--- src/rtl/pipe_stage_reg.sv ---
// Parametrised inter-stage register with valid/ready handshake,
// stall/flush, optional 2-entry skid buffer and a bubble counter.
module pipe_stage_reg #(
    parameter int CTRL_W = 3,
    parameter int DATA_W = 101,
    parameter int SKID   = 1,
    parameter int CNT_W  = 16
) (
    input  logic              clk_i,
    input  logic              rst_i,
    input  logic              valid_i,
    output logic              ready_o,
    input  logic [CTRL_W-1:0] ctrl_i,
    input  logic [DATA_W-1:0] data_i,
    output logic              valid_o,
    input  logic              ready_i,
    output logic [CTRL_W-1:0] ctrl_o,
    output logic [DATA_W-1:0] data_o,
    input  logic              stall_i,
    input  logic              flush_i,
    input  logic              cnt_clr_i,
    output logic [CNT_W-1:0]  bubble_cnt_o
);

    logic              m_valid_q, m_valid_d;
    logic [CTRL_W-1:0] m_ctrl_q, m_ctrl_d;
    logic [DATA_W-1:0] m_data_q, m_data_d;
    logic              s_valid_q, s_valid_d;
    logic [CTRL_W-1:0] s_ctrl_q, s_ctrl_d;
    logic [DATA_W-1:0] s_data_q, s_data_d;
    logic [CNT_W-1:0]  cnt_q, cnt_d;
    logic              in_acc;
    logic              out_acc;
    logic              m_free;

    assign out_acc = m_valid_q & ready_i & ~stall_i;
    assign m_free  = ~m_valid_q | out_acc;
    // With the skid entry, ready depends only on a flop
    assign ready_o = (SKID != 0) ? ~s_valid_q : m_free;
    assign in_acc  = valid_i & ready_o;

    always_comb begin
        m_valid_d = m_valid_q;
        m_ctrl_d  = m_ctrl_q;
        m_data_d  = m_data_q;
        s_valid_d = s_valid_q;
        s_ctrl_d  = s_ctrl_q;
        s_data_d  = s_data_q;
        if (flush_i) begin
            m_valid_d = 1'b0;
            m_ctrl_d  = '0;
            s_valid_d = 1'b0;
        end else if (SKID != 0) begin
            if (m_free && s_valid_q) begin
                m_valid_d = 1'b1;
                m_ctrl_d  = s_ctrl_q;
                m_data_d  = s_data_q;
                s_valid_d = 1'b0;
            end else if (m_free && in_acc) begin
                m_valid_d = 1'b1;
                m_ctrl_d  = ctrl_i;
                m_data_d  = data_i;
            end else if (m_free) begin
                m_valid_d = 1'b0;
                m_ctrl_d  = '0;
            end
            if (in_acc && !m_free) begin
                s_valid_d = 1'b1;
                s_ctrl_d  = ctrl_i;
                s_data_d  = data_i;
            end
        end else begin
            if (in_acc) begin
                m_valid_d = 1'b1;
                m_ctrl_d  = ctrl_i;
                m_data_d  = data_i;
            end else if (m_free) begin
                m_valid_d = 1'b0;
                m_ctrl_d  = '0;
            end
        end
    end

    always_comb begin
        cnt_d = cnt_q;
        if (cnt_clr_i) begin
            cnt_d = '0;
        end else if (!m_valid_q && (cnt_q != {CNT_W{1'b1}})) begin
            cnt_d = cnt_q + CNT_W'(1);
        end
    end

    always_ff @(posedge clk_i) begin
        if (rst_i) begin
            m_valid_q <= 1'b0;
            m_ctrl_q  <= '0;
            m_data_q  <= '0;
            s_valid_q <= 1'b0;
            s_ctrl_q  <= '0;
            s_data_q  <= '0;
            cnt_q     <= '0;
        end else begin
            m_valid_q <= m_valid_d;
            m_ctrl_q  <= m_ctrl_d;
            m_data_q  <= m_data_d;
            s_valid_q <= s_valid_d;
            s_ctrl_q  <= s_ctrl_d;
            s_data_q  <= s_data_d;
            cnt_q     <= cnt_d;
        end
    end

    assign valid_o      = m_valid_q;
    assign ctrl_o       = m_ctrl_q;
    assign data_o       = m_data_q;
    assign bubble_cnt_o = cnt_q;

endmodule
--- config.mk ---
export PLATFORM = sky130hd
export DESIGN_NAME = pipe_stage_reg
export DESIGN_NICKNAME = d
export VERILOG_FILES = /design/src/rtl/pipe_stage_reg.sv
export SDC_FILE = /design/constraint.sdc
export NUM_CORES = 1
export LEC_CHECK = 0
export CAP_MARGIN = 20
export CORE_MARGIN = 1.5
export CORE_UTILIZATION = 35
export CTS_CLUSTER_SIZE = 10
export DETAILED_ROUTE_END_ITERATION = 10
export DONT_BUFFER_PORTS = 1
export SETUP_SLACK_MARGIN = 0.3
export SLEW_MARGIN = 15
export SYNTH_ARGS = -nofsm -noshare
export SYNTH_HDL_FRONTEND = slang
export SYNTH_SLANG_ARGS = --single-unit
--- constraint.sdc ---
create_clock -name clk_i -period 2.1 [get_ports clk_i]
set_input_delay 0.105 -clock clk_i [delete_from_list [all_inputs] [get_ports clk_i]]
set_output_delay 0.105 -clock clk_i [all_outputs]
set_load 0.02 [all_outputs]
## After elaboration in Yosys (flattened, before gate mapping)

Cells that the tools add are included.

| storage, ports and cells | value |
|---|---|
| input bits | 111 |
| register bits | 226 |
| word-level logic and storage cells | 40 |
| output and inout bits | 122 |

| cells by class | value |
|---|---|
| eq/ne operators | 1 |
| add/sub/neg operators | 1 |
| reduce and logical (&&, ||, !) cells | 13 |
| bitwise operators | 8 |
| mux-type cells | 10 |

Operators with widths:

| kind | number |
|---|---|
| 101-bit 2-to-1 mux | 2 |
| 16-bit by 1-bit adder with 16-bit output, second input constant | 1 |
| 16-bit != test, second input constant | 1 |
| 3-bit 2-to-1 mux | 3 |
| 1-bit 2-to-1 mux | 5 |
| 1-bit logical AND | 4 |
| 1-bit inverter | 4 |
| 2-bit AND reduction | 2 |
| 2-bit nonzero test | 2 |
| 2-bit OR reduction | 2 |
| 1-bit AND | 3 |
| 3-bit nonzero test | 1 |
| 1-bit logical NOT | 2 |
| 1-bit bitwise OR | 1 |

## Depth between registers and ports, before layout

| depth | value |
|---|---|
| depth after elaboration | 6 |
| depth in mapped cells | 8 |
| depth with buffers taken out | 5 |

## Least setup slack after synthesis

Ideal clock, no wire load.

| timing | value |
|---|---|
| kind | reg-to-reg |
| start | register cnt_q[0], in the netlist bubble_cnt_o[0] |
| end | register cnt_q[6], in the netlist bubble_cnt_o[6] |
| setup slack | 0.334 ns |
| buffers on the path | 1 |
| stages on the path, launching flop included | 7 |
| arrival time | 1.651 ns |
| cell sequence | dfxtp_1 > ha_1 > nand3_1 > o41ai_2 > buf_4 > nor4_1 > o21a_1 |

| between the ends | value |
|---|---|
| longest elaborated chain between the ends | 2 |
| elaborated cells on any way between the ends | 3 |
| those cells by class | 1 x add/sub; 1 x eq/ne; 1 x reduce/logical |

RTL lines:

| what | line | source |
|---|---|---|
| start, declared | 31 | `logic [CNT_W-1:0] cnt_q, cnt_d;` |
| start signal, assigned | 109 | `cnt_q <= cnt_d;` |
| parallel branches: the longest is 2 deep, another holds 16-bit by 1-bit adder with 16-bit output | n/a |  |

Parallel ways; which one is timed is not known.
A chain may end at the register's enable or synchronous reset.

## Worst setup path in the final report

| timing | value |
|---|---|
| start | register m_valid_q, in the netlist valid_o |
| end | register m_valid_q, in the netlist valid_o |

| between the ends | value |
|---|---|
| longest elaborated chain between the ends | 6 |
| elaborated cells on any way between the ends | 9 |
| those cells by class | 2 x mux; 4 x bitwise; 3 x reduce/logical |

RTL lines:

| what | line | source |
|---|---|---|
| start, declared | 25 | `logic m_valid_q, m_valid_d;` |
| start signal, assigned | 103 | `m_valid_q <= m_valid_d;` |
| 1-bit AND (2 in a row) | 36 | `assign out_acc = m_valid_q & ready_i & ~stall_i;` |
| 1-bit bitwise OR (*) | 37 | `assign m_free = ~m_valid_q \| out_acc;` |
| 1-bit logical AND | 59 | `end else if (m_free && in_acc) begin` |
| 1-bit 2-to-1 mux | 59 |  |
| 1-bit 2-to-1 mux | 54 | `if (m_free && s_valid_q) begin` |

Every way passes the cells marked *; elsewhere a longest branch is shown, timed or not.

==> reports/metrics.csv <==
metric,value,unit
cell-by-cell listing of the critical path,nand2_4 -> buf_12 -> a211oi_1 -> dlygate4sd3_1,
Worst Hold Depth,1,
Worst Max-Slew Pin Slew,0.6206,ns
die outline height,164.1,um
predominant post-synthesis flop cell,dfxtp_1,
Post-Synthesis Cell Area,9085,um^2
result of the run,"finished, violations left",
sum of negative setup slack,0,ns
Post-Syn Nets,1263,
sequential group share of total power,50.8,%
clock share of power,43.6,%
detailed-route vias per instance,5.429,
number of unique standard cell types used by synthesis,40,
worst hold-check slack,-0.3477,ns
count of buffer and inverter cells on the critical path,2,
core region area,25330,um^2
dpl hpwl,14.64,mm
Clock Skews,0.007742,ns
number of global-route vias before repair,6880,
worst hold path startpoint,rst_i,
Pins Over Slew Limit,0,
PortBufs,0,
R2R depth,4,
total die area,26930,um^2
number of vias after detailed routing,7953,
total setup violations reported at the end of the flow,0,
floorplan row count,58,
Antenna diodes,0,
unrepaired setup endpoints after global routing,no,
worst-case vdd ir drop,0.4617,mV
initial drt markers,635,
CP max FO,49,
buffer depth of the longest clock path,3,
"Net count, final",1240,
reported leakage power,3.544,nW
H-tree Lvls,1,
switching share of total power,24.41,%
internal cell power,0.007069,W
final weighted congestion of routability-driven global placement,0.7984,
post-synthesis area per instance,7.893,um^2
top-level port count,233,
number of warnings reported in the yosys synthesis log,0,
first drt pass iteration count,5,
nature of the critical path startpoint,flop,
maxcap violations,0,
worst reg2reg endpoint,valid_o$_SDFFE_PP0P_,
final hold violations,209,
largest net degree at the start of global routing,214,
share of flip-flops with an asynchronous set or reset,0,%
total routing usage reported by global routing,18.09,%
critical path's largest stage delay,0.58,ns
Chip Width,164.1,um
layout overhead on the synthesized area,14.56,%
achievable frequency,0.5831,GHz
Final Non-Filler Cells,1465,
share of the yosys chip area belonging to registers,49.80,%
DRC violation count after routing,0,
post-route core utilization,41.09,%
data required time of the worst path,2.56,ns
WP data arrival,2.18,ns
clock input transition at the sequential cells of the worst setup and hold paths,0.06,ns
part of the total power dissipated in combinational logic,5.5,%
number of cells produced by synthesis,1151,
number of enable flip-flop cells after synthesis,0,
slowest stage cell on the critical path,dlygate4sd3_1,
global-route wire length before repair,38.83,mm
TritonCTS clock tree,built,
Reg-to-Reg Start,valid_o$_SDFFE_PP0P_,
startpoint-to-endpoint class of the critical path,flop to flop,
initial antenna violation count,0,
clk_lat worst skew,0.52,ns
TritonCTS sink count,226,
number of buffers added by the clock tree synthesis step,27,
"commonest cells after routing, fill and taps aside","319 x nand2_1, 220 x dfxtp_1, 117 x a21oi_1",
"commonest non-fill, non-tap cell in the layout",nand2_1,
"number of placed instances, taps included",1402,
number of antenna-violating nets in the routed design,0,
HP Class,primary input to flop,
ratio of cells with drive above 1 in the final layout,6.696,%
global route overflow,0,
post-layout minimum cycle time,1.715,ns
worst slew slack as a fraction of its limit,58.63,%
CTS Root Buffer Type,clkbuf_16,
CP endpoint kind,flop,
Synth Register Bits,226,
violations in the final reports,hold timing,
Routed WL per cell,18.41,um
internal reg-to-reg setup slack,0.38,ns
crit share post-route,81.67,%
sink of the worst hold path,s_data_q[98]$_SDFFE_PP0P_,
sw power,0.002283,W
drt total wl,26.96,mm
Starting Density,35.87,%
P per Cell Area,898.6,nW/um^2
cell family with the largest share of critical-path delay,buffers and inverters,
power groups by stage:
stage / Clock [W] / Combinational [W] / Sequential, W
after global placement: 0 / 0.000439 / 0.00485
after CTS: 0.00421 / 0.000462 / 0.00476
final: 0.00408 / 0.000519 / 0.00475
after floorplan: 0 / 0.000422 / 0.00480
after global routing: 0.00436 / 0.000584 / 0.00477
after detailed placement: 0 / 0.000453 / 0.00485
layout make-up:
class,count,area (um^2)
Fill cell,2564,14920
Sequential cell,226,4534
Multi-Input combinational cell,816,4100
Clock buffer,35,735.7
Timing Repair Buffer,55,611.8
Tap cell,330,412.9
Inverter,2,7.507
Clock inverter,1,5.005
timing repair:
item | 4_1_cts | 5_1_grt
pin swaps | 0 | 2
endpoints found under the hold margin | 226 | 210
setup endpoints to repair | 7 | 188
buffers inserted | 0 | 2
gates cloned | 0 | 2
resized for setup | 0 | 10
hold buffers | 5 | 18
metrics by stage:
stage               total power (W)  area, um^2  setup WS [ns]
floorplan                  0.005221        9085         0.3344
global placement           0.005287        9356         0.3620
detailed placement         0.005302        9356         0.2910
CTS                        0.009425       10150         0.2838
global route               0.009718       10410         0.2919
finish                     0.009352       10410         0.3850
state kept, by name, indices dropped and copies added, names as in the netlist:
| register | flops |
|---|---|
| bubble_cnt_o | 16 |
| ctrl_o | 3 |
| data_o | 101 |
| s_ctrl_q | 3 |
| s_data_q | 101 |
| s_valid_q | 1 |
| valid_o | 1 |
worst register-to-register path, stage by stage (launching register included):
cell and delay [ns]:
dfxtp_2 0.53, nand2_4 0.12, buf_12 0.21, a211oi_1 0.22, dlygate4sd3_1 0.58
worst max path at each step:
| stage | startpoint | end | slack, ns | cells after the start |
|---|---|---|---|---|
| after floorplan | bubble_cnt_o[0]$_SDFFE_PP0P_ | bubble_cnt_o[6]$_SDFFE_PP0P_ | 0.33 | 6 |
| after global placement | valid_o$_SDFFE_PP0P_ | s_data_q[53]$_SDFFE_PP0P_ | 0.36 | 4 |
| after detailed placement | valid_o$_SDFFE_PP0P_ | data_o[18]$_SDFFE_PP0P_ | 0.29 | 4 |
| after CTS | valid_o$_SDFFE_PP0P_ | data_o[26]$_SDFFE_PP0P_ | 0.28 | 4 |
| after global routing | valid_o$_SDFFE_PP0P_ | data_o[26]$_SDFFE_PP0P_ | 0.29 | 5 |
| final | valid_o$_SDFFE_PP0P_ | valid_o$_SDFFE_PP0P_ | 0.38 | 4 |
cell usage after synthesis (2+ instances only):
| library cell | n | share of area (%) |
|---|---|---|
| nand2_1 | 319 | 13 |
| dfxtp_1 | 226 | 50 |
| a21oi_1 | 117 | 6.4 |
| nor2_1 | 111 | 4.6 |
| nand3_1 | 106 | 5.8 |
| a311oi_1 | 101 | 9.7 |
| clkbuf_1 | 59 | 2.4 |
| buf_2 | 37 | 2.0 |
| buf_1 | 6 | 0.25 |
| nand4_1 | 6 | 0.41 |
| and4_1 | 5 | 0.48 |
| o21ai_0 | 5 | 0.28 |
| o31ai_1 | 5 | 0.41 |
| or3_1 | 5 | 0.34 |
| or4_1 | 5 | 0.41 |
| and3_1 | 4 | 0.28 |
| buf_4 | 4 | 0.33 |
| a2111oi_0 | 3 | 0.29 |
| nor4_1 | 3 | 0.21 |
| inv_1 | 2 | 0.083 |
| nor3_1 | 2 | 0.11 |
| xor2_1 | 2 | 0.19 |
metal layers:
metal | wire length, um | vias to the layer above | global-route usage [%]
li1 | - | 3967 | -
met1 | 11220 | 3714 | 22.97
met2 | 12900 | 235 | 29.32
met3 | 2317 | 37 | 5.682
met4 | 527 | 0 | 5.289
met5 | 0 | - | 0
logic make-up after synthesis:
kind of cell               after synthesis  share of synthesized area [%]
AOI/OAI and AO/OA                      240                          18.15
xor gates and xnor gates                 3                         0.2893
adders and majority gates                1                         0.1377
buffers and inverters                  109                          5.261
DFF                                    226                          49.80
muxes                                    1                         0.1102
and+or+nand+nor                        571                          26.25
No activity file was read; power rests on OpenSTA's default activity.
